[src/rtl/uart_rx.sv]
// 8N1 UART receiver: 2-flop synchroniser, falling-edge start detect, mid-bit sampling.
// Define UART_RX_PARITY_EN to add an even-parity bit between data and stop.
module uart_rx #(
  parameter int unsigned CLKS_PER_BIT = 87
) (
  input  logic       i_clk,
  input  logic       i_rst_n,
  input  logic       i_rx,
  output logic [7:0] o_data,
  output logic       o_valid,
  output logic       o_frame_err,
  output logic       o_parity_err,
  output logic       o_busy
);

  localparam int unsigned CW = $clog2(CLKS_PER_BIT);
  localparam logic [CW-1:0] LAST = CW'(CLKS_PER_BIT - 1);
  localparam logic [CW-1:0] MID  = CW'((CLKS_PER_BIT - 1) / 2);

  typedef enum logic [2:0] {
    IDLE,
    START,
    DATA,
    PARITY,
    STOP
  } state_e;

  logic          sync_q;
  logic          rx_s_q;
  logic          rx_d_q;

  state_e        state_q, state_d;
  logic [CW-1:0] cnt_q, cnt_d;
  logic [2:0]    idx_q, idx_d;
  logic [7:0]    shift_q, shift_d;
  logic [7:0]    data_q, data_d;
  logic          valid_q, valid_d;
  logic          ferr_q, ferr_d;
  logic          busy_q, busy_d;
`ifdef UART_RX_PARITY_EN
  logic          pbad_q, pbad_d;
  logic          perr_q, perr_d;
`endif

  always_ff @(posedge i_clk or negedge i_rst_n) begin
    if (!i_rst_n) begin
      sync_q <= 1'b1;
      rx_s_q <= 1'b1;
      rx_d_q <= 1'b1;
    end else begin
      sync_q <= i_rx;
      rx_s_q <= sync_q;
      rx_d_q <= rx_s_q;
    end
  end

  always_comb begin
    state_d = state_q;
    cnt_d   = (cnt_q == LAST) ? '0 : cnt_q + 1'b1;
    idx_d   = idx_q;
    shift_d = shift_q;
    data_d  = data_q;
    valid_d = 1'b0;
    ferr_d  = 1'b0;
`ifdef UART_RX_PARITY_EN
    pbad_d  = pbad_q;
    perr_d  = 1'b0;
`endif
    unique case (state_q)
      IDLE: begin
        if (rx_d_q && !rx_s_q) state_d = START;
      end
      START: begin
        idx_d = '0;
        // Line back high at mid-start means a glitch, not a frame
        if (cnt_q == MID) state_d = rx_s_q ? IDLE : DATA;
      end
      DATA: begin
        if (cnt_q == LAST) begin
          shift_d[idx_q] = rx_s_q;
          idx_d = idx_q + 3'd1;
          if (idx_q == 3'd7) begin
`ifdef UART_RX_PARITY_EN
            state_d = PARITY;
`else
            state_d = STOP;
`endif
          end
        end
      end
      PARITY: begin
`ifdef UART_RX_PARITY_EN
        if (cnt_q == LAST) begin
          pbad_d  = rx_s_q != (^shift_q);
          state_d = STOP;
        end
`else
        state_d = IDLE;
`endif
      end
      STOP: begin
        // Leave at mid-stop so a back-to-back start edge is seen
        if (cnt_q == LAST) begin
          state_d = IDLE;
          if (!rx_s_q) begin
            ferr_d = 1'b1;
`ifdef UART_RX_PARITY_EN
          end else if (pbad_q) begin
            perr_d = 1'b1;
`endif
          end else begin
            valid_d = 1'b1;
            data_d  = shift_q;
          end
        end
      end
      default: state_d = IDLE;
    endcase
    if (state_d != state_q) cnt_d = '0;
    if (state_d == IDLE) cnt_d = '0;
    busy_d = (state_d != IDLE);
  end

  always_ff @(posedge i_clk or negedge i_rst_n) begin
    if (!i_rst_n) begin
      state_q <= IDLE;
      cnt_q   <= '0;
      idx_q   <= '0;
      shift_q <= '0;
      data_q  <= '0;
      valid_q <= 1'b0;
      ferr_q  <= 1'b0;
      busy_q  <= 1'b0;
    end else begin
      state_q <= state_d;
      cnt_q   <= cnt_d;
      idx_q   <= idx_d;
      shift_q <= shift_d;
      data_q  <= data_d;
      valid_q <= valid_d;
      ferr_q  <= ferr_d;
      busy_q  <= busy_d;
    end
  end

`ifdef UART_RX_PARITY_EN
  always_ff @(posedge i_clk or negedge i_rst_n) begin
    if (!i_rst_n) begin
      pbad_q <= 1'b0;
      perr_q <= 1'b0;
    end else begin
      pbad_q <= pbad_d;
      perr_q <= perr_d;
    end
  end

  assign o_parity_err = perr_q;
`else
  assign o_parity_err = 1'b0;
`endif

  assign o_data      = data_q;
  assign o_valid     = valid_q;
  assign o_frame_err = ferr_q;
  assign o_busy      = busy_q;

endmodule

[config.mk]
export PLATFORM = sky130hd
export DESIGN_NAME = uart_rx
export DESIGN_NICKNAME = d
export VERILOG_FILES = /design/src/rtl/uart_rx.sv
export SDC_FILE = /design/constraint.sdc
export NUM_CORES = 1
export LEC_CHECK = 0
export BUFFER_PORTS_ARGS = -buffer_cell sky130_fd_sc_hd__buf_2
export CAP_MARGIN = 20
export CORE_UTILIZATION = 50
export DETAILED_ROUTE_END_ITERATION = 10
export PLACE_DENSITY_LB_ADDON = 0.05
export SETUP_SLACK_MARGIN = 0.2
export SLEW_MARGIN = 0
export SYNTH_ARGS = -nofsm -noshare
export SYNTH_HDL_FRONTEND = slang
export SYNTH_SLANG_ARGS = --single-unit
export TNS_END_PERCENT = 20
[constraint.sdc]
create_clock -name i_clk -period 3.8 [get_ports i_clk]
set_input_delay 0.19 -clock i_clk [delete_from_list [all_inputs] [get_ports i_clk]]
set_output_delay 0.19 -clock i_clk [all_outputs]
set_load 0.01 [all_outputs]
[Word level (Yosys, flattened, before mapping)]
Index checks and enable logic that the tools add are counted.
Storage, ports and cells
  logic and storage cells: 54
  flip-flop bits (word level): 35
  input bits: 3
  output and inout port bits: 12
Operators by class
  eq/ne operators: 8
  reductions and logical operators: 10
  mux-type cells: 21
  $add $sub $neg: 2
  magnitude comparators: 2
Operators by type and width (number)
  7-bit 2-to-1 mux: 3
  3-bit 2-to-1 mux: 6
  3-bit case mux with 4 select lines: 1
  8-bit bitwise mux: 1
  7-bit by 1-bit adder with 7-bit output (second input constant): 1
  7-bit by 6-bit == test with 1-bit output (second input constant): 1
  7-bit == test (second input constant): 1
  1-bit 2-to-1 mux: 7
  3-bit == test (second input constant): 2
  3-bit logical NOT: 2
  3-bit case mux with 2 select lines: 1
  3-bit by 4-bit less-than comparator with 1-bit output (second input constant): 1
  2-bit AND reduction: 2
  3-bit by 1-bit adder with 3-bit output (second input constant): 1
  1-bit demux with 3-bit select: 1
  3-bit by 1-bit == test with 1-bit output (second input constant): 1
  3-bit by 2-bit == test with 1-bit output (second input constant): 1
  3-bit by 1-bit greater-or-equal comparator with 1-bit output (second input constant): 1
  3-bit != test: 1
  3-bit AND reduction: 1
  3-bit nonzero test: 1
  1-bit logical AND: 2
  2-bit 2-to-1 mux: 1
  2-bit != test (second input constant): 1
  2 further kinds: 2

[Logic depth before layout (Yosys ltp)]
Gate-level depths: netlist (run 1).
  depth after elaboration: 7
  mapped depth: 8
  depth with buffers taken out: 6

[Worst setup path after synthesis (run 1)]
No wires, ideal clock.
  path type: register to register
  start: register cnt_q[0]
  end: register shift_q[5]
  path buffers: 1
  arrival time: 1.612 ns
  setup slack: 2.061 ns
  setup time: 0.128 ns
  clock period less this slack: 1.739 ns
  stages on the path, launching flop included: 8
  path through: dfrtp_1 -> inv_1 -> ha_1 -> and4b_1 -> buf_4 -> nand3_1 -> nor4b_2 -> mux2_1
On the way
  cells in the longest elaborated chain, start to end: 2
RTL lines
  start: declaration: RTL line 33  | logic [CW-1:0] cnt_q, cnt_d;
  start signal: assignment: RTL line 136  | cnt_q <= cnt_d;
  7-bit == test: RTL line 79  | if (cnt_q == LAST) begin
  2-bit AND reduction (no line)
  end signal: assignment: RTL line 138  | shift_q <= shift_d;
  end: declaration: RTL line 35  | logic [7:0] shift_q, shift_d;
Every way passes these cells.
A chain may end at the register's enable or synchronous reset.

[Worst setup path in the final report (run 1)]
  start: register cnt_q[0]
  end: register shift_q[1]
Same word-level chain as after synthesis.

==> run_results.csv, run 1 <==
group,metric,value,unit
sta,hold_viol_final,0,
sta,fmax,498.1,MHz
final_layout,syn_to_final_growth,9.703,%
drt,drt-total-wl,2997,um
floorplan,die_area,3695,um^2
floorplan,fp.dieH,60.79,um
final_layout,stdcell_area,1896,um^2
setup_path,critPathMaxStageDelay,0.43,ns
power,intPower,0.5593,mW
synth,ys.warnings.count,0,
grt,antenna_found_initial,0,
sta,final-setup-viol-count,0,
setup_path,path_max_fanout,6,
drt,viasPerCell,5.725,
setup_path,cpMaxStageDelayCell,"dfrtp_1",
power,p_comb_share,15.0,%
sta,finClkSkew,0.01123,ns
sta,fin_crit,2.008,ns
synth,syn_area,1728,um^2
final_layout,fillers,269,
drt,drt-initial-drc-count,41,
final_layout,regArea,879.6,um^2
placement,dp.cells,197,
min_path,hold_class,"reg2reg",
setup_path,cp.depth,6,
setup_path,reg2reg_to,"shift_q[1]$_DFFE_PN0P_",
setup_path,crit_path_end,"shift_q[1]$_DFFE_PN0P_",
placement,dpl.hpwl,2126,um
setup_path,arrival,2.25,ns
placement,gp_congestion,0.7732,
drt,post-route-drc-count,0,
power,switching_share,28.90,%
power,switchingPower,0.2273,mW
setup_path,worst-path-buf-inv,1,
final_layout,drive_gt1_share,20.86,%
clocking,cts_max_level,2,
setup_path,r2r_start,"cnt_q[0]$_DFF_PN0_",
job,cap_violations,0,
grt,gr-total-overflow,0,
synth,synth_seq_area_share,50.91,%
final_layout,antennaDiodeCount,0,
final_layout,fin_util,60.12,%
floorplan,core,3153,um^2
power,p_leak,0.8899,nW
floorplan,fp.dieW,60.79,um
setup_path,crit_path_start_kind,"register",
sta,setup_tns,0,ns
synth,avgSynthCellArea,11.60,um^2
drt,first_pass_iters,4,
final_layout,multi_input_area,788.3,um^2
sta,holdWs,0.3604,ns
setup_path,ff2ff_setup_slack,1.79,ns
setup_path,crit_start,"cnt_q[0]$_DFF_PN0_",
sta,tightestPinTransition,0.7431,ns
clocking,clk_latency,0.35,ns
sta,finalCritPeriodShare,52.83,%
synth,ys_seq_elements,35,
synth,yosysUniqueCellTypes,41,
floorplan,rows,20,
floorplan,io_pins,15,
setup_path,crit_chain,"inv_1 -> ha_1 -> and4b_1 -> nand3_1 -> nor4_1 -> mux2_1",
clocking,ctsRootBufferMaster,"clkbuf_4",
clocking,cts_buffers,5,
power,clkPwrFrac,29.6,%
power,p_seq_share,55.3,%
floorplan,initial_core_util,54.80,%
synth,synth_ff_type,"dfrtp_1",
clocking,post_cts_buffers,0,
clocking,cts.sinks,35,
sta,maxSlewViolCount,0,
synth,ys_async_sr_fraction,100.0,%
setup_path,rr_worst_depth,6,
setup_path,critPathTopFamily,"simple AND/OR/NAND/NOR gates",
setup_path,path_class,"reg2reg",
setup_path,required,4.04,ns
drt,dr_total_vias,1185,
grt,grt_pass1_wl,5147,um
outcome,status,"finished, final reports clean",
clocking,ctsLongestPathBuffers,2,
synth,synth_edf_count,0,
placement,placed_cell_area,1803,um^2
final_layout,fin_cells,207,
placement,port_buffers,13,
sta,slew_headroom,50.46,%
clocking,cts.clk_slew.worst_paths,0.11,ns
power,powerDensity,415.0,nW/um^2
drt,ant_nets,0,
power,irDropWorstVdd,283.5,uV
synth,syn-num-nets,156,
clocking,cts_resized,0,
final_layout,nets,169,
grt,grt_max_degree,36,
synth,syn_inst,149,
drt,routedWlPerCell,14.48,um
clocking,cts_tree,"yes",
sta,rsz0062_at_grt,"no",
grt,track_usage,19.56,%
grt,grt_pass1_vias,1064,
setup_path,crit_path_end_kind,"register",
[logic make-up (layout without fill, tap and decap cells)]
family | Yosys count | in the layout | synth area share (%)
AND/OR/NAND/NOR | 56 | 56 | 20.35
multiplexers | 16 | 16 | 10.43
buffers and inverters | 13 | 27 | 3.475
AO/OA/AOI/OAI | 19 | 19 | 9.197
XOR/XNOR | 5 | 5 | 2.535
other | 1 | 1 | 0.2170
flip-flops | 35 | 35 | 50.91
adder cells (fa/ha/maj) | 4 | 4 | 2.897
[area by class of cell]
| type | instances | share of cell area [%] |
|---|---|---|
| inverter | 4 | 0.7921 |
| clock inverter | 1 | 0.3960 |
| tap | 44 | 2.904 |
| timing repair buffer | 15 | 4.488 |
| multi-input combinational | 101 | 41.58 |
| clock buffer | 7 | 3.432 |
| sequential | 35 | 46.40 |
[through the flow]
| step | worst slack [ns] | power [mW] |
|---|---|---|
| global placement | 1.897 | 0.5557 |
| floorplan | 2.061 | 0.5269 |
| CTS | 1.830 | 0.7936 |
| detailed placement | 1.848 | 0.5587 |
| finish | 1.792 | 0.7866 |
| global route | 1.667 | 0.8322 |
[cells in the final DEF (no fill, tap or decap), types with 2 or more instances in the layout]
cell	instances
o21a_1	3
buf_2	13
ha_1	4
nor4b_2	2
clkbuf_8	2
nor4_1	8
dfstp_2	3
a21oi_1	5
nor2b_1	3
nand3_1	11
mux2_1	16
nand4_1	4
nand4b_1	2
nor3_1	2
and3_1	2
xnor2_1	3
clkbuf_4	5
dlygate4sd3_1	2
xor2_1	2
nor2_1	7
a32oi_1	2
dfrtp_1	32
inv_1	4
nand2_1	6
a22o_1	2
[layer usage]
| metal | vias up | GRT usage [%] | routed length (um) |
|---|---|---|---|
| met3 | 6 | 7.036 | 129 |
| met1 | 575 | 29.05 | 1559 |
| li1 | 576 | - | - |
| met4 | 0 | 6.818 | 49 |
| met5 | - | 0 | 0 |
| met2 | 28 | 26.06 | 1258 |
[what timing repair did]
action	in CTS	in global routing
setup endpoints to repair	0	0
hold buffers	2	0
endpoints found under the hold margin	33	0
[synth_stat cells (2+ instances only)]
cell type / n / area, um^2
dfrtp_1: 32 / 800.8
mux2_1: 16 / 180.2
inv_1: 4 / 15.01
nor3_1: 2 / 10.01
and3_1: 2 / 12.51
xor2_1: 2 / 17.52
nor2b_1: 3 / 18.77
nor2_1: 7 / 26.28
buf_2: 3 / 15.01
buf_4: 2 / 15.01
dfstp_2: 3 / 78.83
nor4_1: 8 / 50.05
xnor2_1: 3 / 26.28
a32oi_1: 2 / 17.52
a21oi_1: 5 / 25.02
clkbuf_1: 4 / 15.01
nand2_1: 6 / 22.52
a22o_1: 2 / 17.52
nand4_1: 4 / 25.02
nand3_1: 11 / 55.05
nand4b_1: 2 / 17.52
nor4b_2: 2 / 30.03
o21a_1: 3 / 22.52
ha_1: 4 / 50.05
[power groups by stage]
| stage | sequential, mW | combinational, mW | clock, mW |
|---|---|---|---|
| after floorplan | 0.430 | 0.0972 | 0 |
| after CTS | 0.435 | 0.118 | 0.240 |
| after global placement | 0.440 | 0.115 | 0 |
| after detailed placement | 0.442 | 0.116 | 0 |
| final | 0.435 | 0.118 | 0.233 |
| after global routing | 0.441 | 0.137 | 0.254 |
[state kept, by name, indices dropped and copies added (netlist names)]
signal / cells
o_busy: 1
o_valid: 1
sync_q: 1
state_q: 3
rx_s_q: 1
rx_d_q: 1
cnt_q: 7
o_data: 8
idx_q: 3
o_frame_err: 1
shift_q: 8
[worst register-to-register path, cell delays in order, from the launching register on]
cell	delay [ns]
dfrtp_1	0.43
inv_1	0.07
ha_1	0.15
and4b_1	0.32
nand3_1	0.20
nor4_1	0.38
mux2_1	0.35
[worst min path at each step]
stage	from	slack, ns	to	cells past startpoint
6_report	sync_q$_DFF_PN1_	0.36	rx_s_q$_DFF_PN1_	0
5_1_grt	sync_q$_DFF_PN1_	0.36	rx_s_q$_DFF_PN1_	0
4_1_cts	sync_q$_DFF_PN1_	0.36	rx_s_q$_DFF_PN1_	0
3_5_place_dp	i_rst_n	0.30	cnt_q[3]$_DFF_PN0_	1
3_3_place_gp	i_rst_n	0.29	cnt_q[2]$_DFF_PN0_	1
2_1_floorplan	i_rst_n	-0.11	cnt_q[0]$_DFF_PN0_	0
(Power assumes the default switching activity.)
==> inputs of run 2 (changes only) <==
--- a/config.mk
+++ b/config.mk
@@ -5,6 +5,7 @@
 export SDC_FILE = /design/constraint.sdc
 export NUM_CORES = 1
 export LEC_CHECK = 0
+export ABC_AREA = 1
 export BUFFER_PORTS_ARGS = -buffer_cell sky130_fd_sc_hd__buf_2
 export CAP_MARGIN = 20
 export CORE_UTILIZATION = 50
==> constraint.sdc (replaced) <==
create_clock -name i_clk -period 1.78 [get_ports i_clk]
set_input_delay 0.089 -clock i_clk [delete_from_list [all_inputs] [get_ports i_clk]]
set_output_delay 0.089 -clock i_clk [all_outputs]
set_load 0.01 [all_outputs]
==> run_results.csv, run 2 <==
group,metric,value,unit
outcome,status,"finished, final reports clean",
sta,maxSlewViolCount,0,
synth,synth_fa_ha_area_share,2.967,%
setup_path,critPathTopFamily,"simple AND/OR/NAND/NOR gates",
synth,syn-num-nets,193,
power,irDropWorstVdd,502.8,uV
synth,synth_most_common_cell,"nand2_1",
grt,track_usage,20.71,%
setup_path,cp_common_cell,"nor2_4",
grt,grt_max_degree,36,
clocking,cts.sinks,35,
synth,synth_compound_area_share,4.674,%
setup_path,path_max_fanout,7,
synth,synthTopCellsByCount,"40 x nand2_1, 32 x dfrtp_1, 25 x nand3_1, 22 x inv_1, 18 x nor2_1",
clocking,ctsLongestPathBuffers,2,
floorplan,initial_core_util,53.92,%
sta,holdWs,0.3608,ns
drt,viasPerCell,4.992,
clocking,clk_latency,0.33,ns
setup_path,worst-path-buf-inv,2,
sta,fmax,635.3,MHz
synth,syn_inst,186,
final_layout,syn_to_final_growth,14.10,%
setup_path,critPathMaxStageDelay,0.42,ns
synth,avgSynthCellArea,9.068,um^2
clocking,ctsRootBufferMaster,"clkbuf_4",
grt,grt_pass1_vias,1206,
synth,syn_area,1687,um^2
drt,drt-total-wl,3257,um
placement,dpl.hpwl,2349,um
final_layout,layout_commonest_cell,"nand2_1",
setup_path,crit_start,"cnt_q[0]$_DFF_PN0_",
setup_path,crit_chain,"inv_2 -> ha_1 -> nand2_1 -> nor2_4 -> nand2_4 -> inv_4 -> nor2_4 -> o21bai_4 -> nand3_4 -> nor2_1",
power,powerDensity,819.6,nW/um^2
drt,first_pass_iters,4,
drt,drt-initial-drc-count,81,
synth,yosysUniqueCellTypes,26,
sta,hold_viol_final,0,
synth,ys_async_sr_fraction,100.0,%
sta,finClkSkew,0.01280,ns
setup_path,crit_path_end_kind,"register",
floorplan,io_pins,15,
clocking,cts.clk_slew.worst_paths,0.10,ns
drt,dr_total_vias,1278,
floorplan,core,3128,um^2
setup_path,crit_path_start_kind,"register",
synth,synth_top_cell_area_share,47.48,%
grt,grt_pass1_wl,5416,um
floorplan,fp.dieW,60.08,um
sta,finalCritPeriodShare,88.42,%
drt,post-route-drc-count,0,
final_layout,antennaDiodeCount,0,
drt,ant_nets,0,
synth,synth_edf_count,0,
drt,routedWlPerCell,12.72,um
synth,synth_ff_type,"dfrtp_1",
setup_path,arrival,1.79,ns
sta,rsz0062_at_grt,"yes",
synth,yosys-top-cells-area,"dfrtp_1 47%, nand2_1 8.9%, nand3_1 7.4%, inv_1 4.9%, dfstp_2 4.7%",
synth,ys.warnings.count,0,
floorplan,fp.dieH,60.08,um
setup_path,cpMaxStageDelayCell,"dfrtp_1",
sta,tightestPinTransition,0.7593,ns
setup_path,ff2ff_setup_slack,0.21,ns
final_layout,fin_cells,256,
synth,synthXorXnorAreaFrac,2.596,%
job,cap_violations,0,
synth,synth_mux_area_share,0,%
synth,synth_top_family_by_area,"simple AND/OR/NAND/NOR gates",
clocking,cts_buffers,5,
placement,port_buffers,13,
sta,slew_headroom,49.38,%
grt,gr-total-overflow,0,
setup_path,path_class,"reg2reg",
clocking,cts_max_level,2,
power,p_leak,1.002,nW
sta,setup_tns,0,ns
setup_path,r2r_start,"cnt_q[0]$_DFF_PN0_",
grt,antenna_found_initial,0,
setup_path,required,2.00,ns
synth,ys_seq_elements,35,
min_path,hold_class,"in2async",
synth,yosysTopAreaCell,"dfrtp_1",
placement,gp_congestion,0.8099,
floorplan,rows,20,
clocking,cts_tree,"yes",
final_layout,drive_gt1_share,22.64,%
sta,final-setup-viol-count,0,
final_layout,final_cell_mix,"40 x nand2_1, 31 x dfrtp_1, 24 x nand3_1",
placement,dp.cells,243,
synth,synth_seq_area_share,52.15,%
synth,yosys.area_share.simple,31.45,%
floorplan,die_area,3610,um^2
sta,fin_crit,1.574,ns
final_layout,nets,218,
## run 2: layer usage
layer	track usage, %	vias to the layer above	part of all wire (%)
met2	30.32	23	46
met1	29.01	612	49
met3	4.545	5	3.3
li1	-	638	-
met5	0	-	0
met4	9.967	0	1.4
## run 2: metrics by stage
step / setup slack [ns] / area (um^2) / utilization [%] / total power, mW
5_1_grt: 0.09977 / 1924 / 61.52 / 1.667
3_3_place_gp: 0.1462 / 1807 / 57.76 / 1.141
3_5_place_dp: 0.1137 / 1807 / 57.76 / 1.155
6_report: 0.2060 / 1924 / 61.52 / 1.577
4_1_cts: 0.2193 / 1902 / 60.80 / 1.579
2_1_floorplan: 0.3205 / 1687 / - / 1.079
## run 2: worst paths after layout
path	end	cells after the start
worst max-delay path	cnt_q[6]$_DFF_PN0_	10
worst min-delay path	cnt_q[4]$_DFF_PN0_	2
worst max register to register	cnt_q[6]$_DFF_PN0_	10
worst min register to register	rx_s_q$_DFF_PN1_	0
max in group asynchronous	idx_q[0]$_DFFE_PN0P_	2
min in group i_clk	rx_s_q$_DFF_PN1_	0
## run 2: power breakdown
group	internal, mW	switching [mW]
clock network	0.154	0.253
logic	0.105	0.162
registers	0.846	0.0574
## run 2: logic make-up (layout without fill, tap and decap cells)
logic type / Yosys count / count (layout)
xor gates and xnor gates: 5 / 5
buffers and inverters: 25 / 50
other: 1 / 1
DFF: 35 / 35
AOI/OAI and AO/OA: 13 / 13
adders and majority gates: 4 / 4
and+or+nand+nor: 103 / 104
## run 2: area by class of cell
| class | instances | area [um^2] |
|---|---|---|
| tap | 44 | 55.05 |
| timing repair buffer | 18 | 107.6 |
| clock inverter | 1 | 5.005 |
| sequential | 35 | 880.8 |
| fill | 277 | 1204 |
| inverter | 24 | 92.59 |
| multi-input combinational | 127 | 738.2 |
| clock buffer | 7 | 45.04 |
## run 2: what timing repair did
| action | in CTS | in global routing |
|---|---|---|
| cloned | 0 | 1 |
| setup endpoints to repair | 16 | 21 |
| pin swaps | 1 | 4 |
| endpoints found under the hold margin | 33 | 0 |
| hold buffers | 2 | 0 |
| buffers inserted | 2 | 0 |
| gates resized for setup | 2 | 5 |
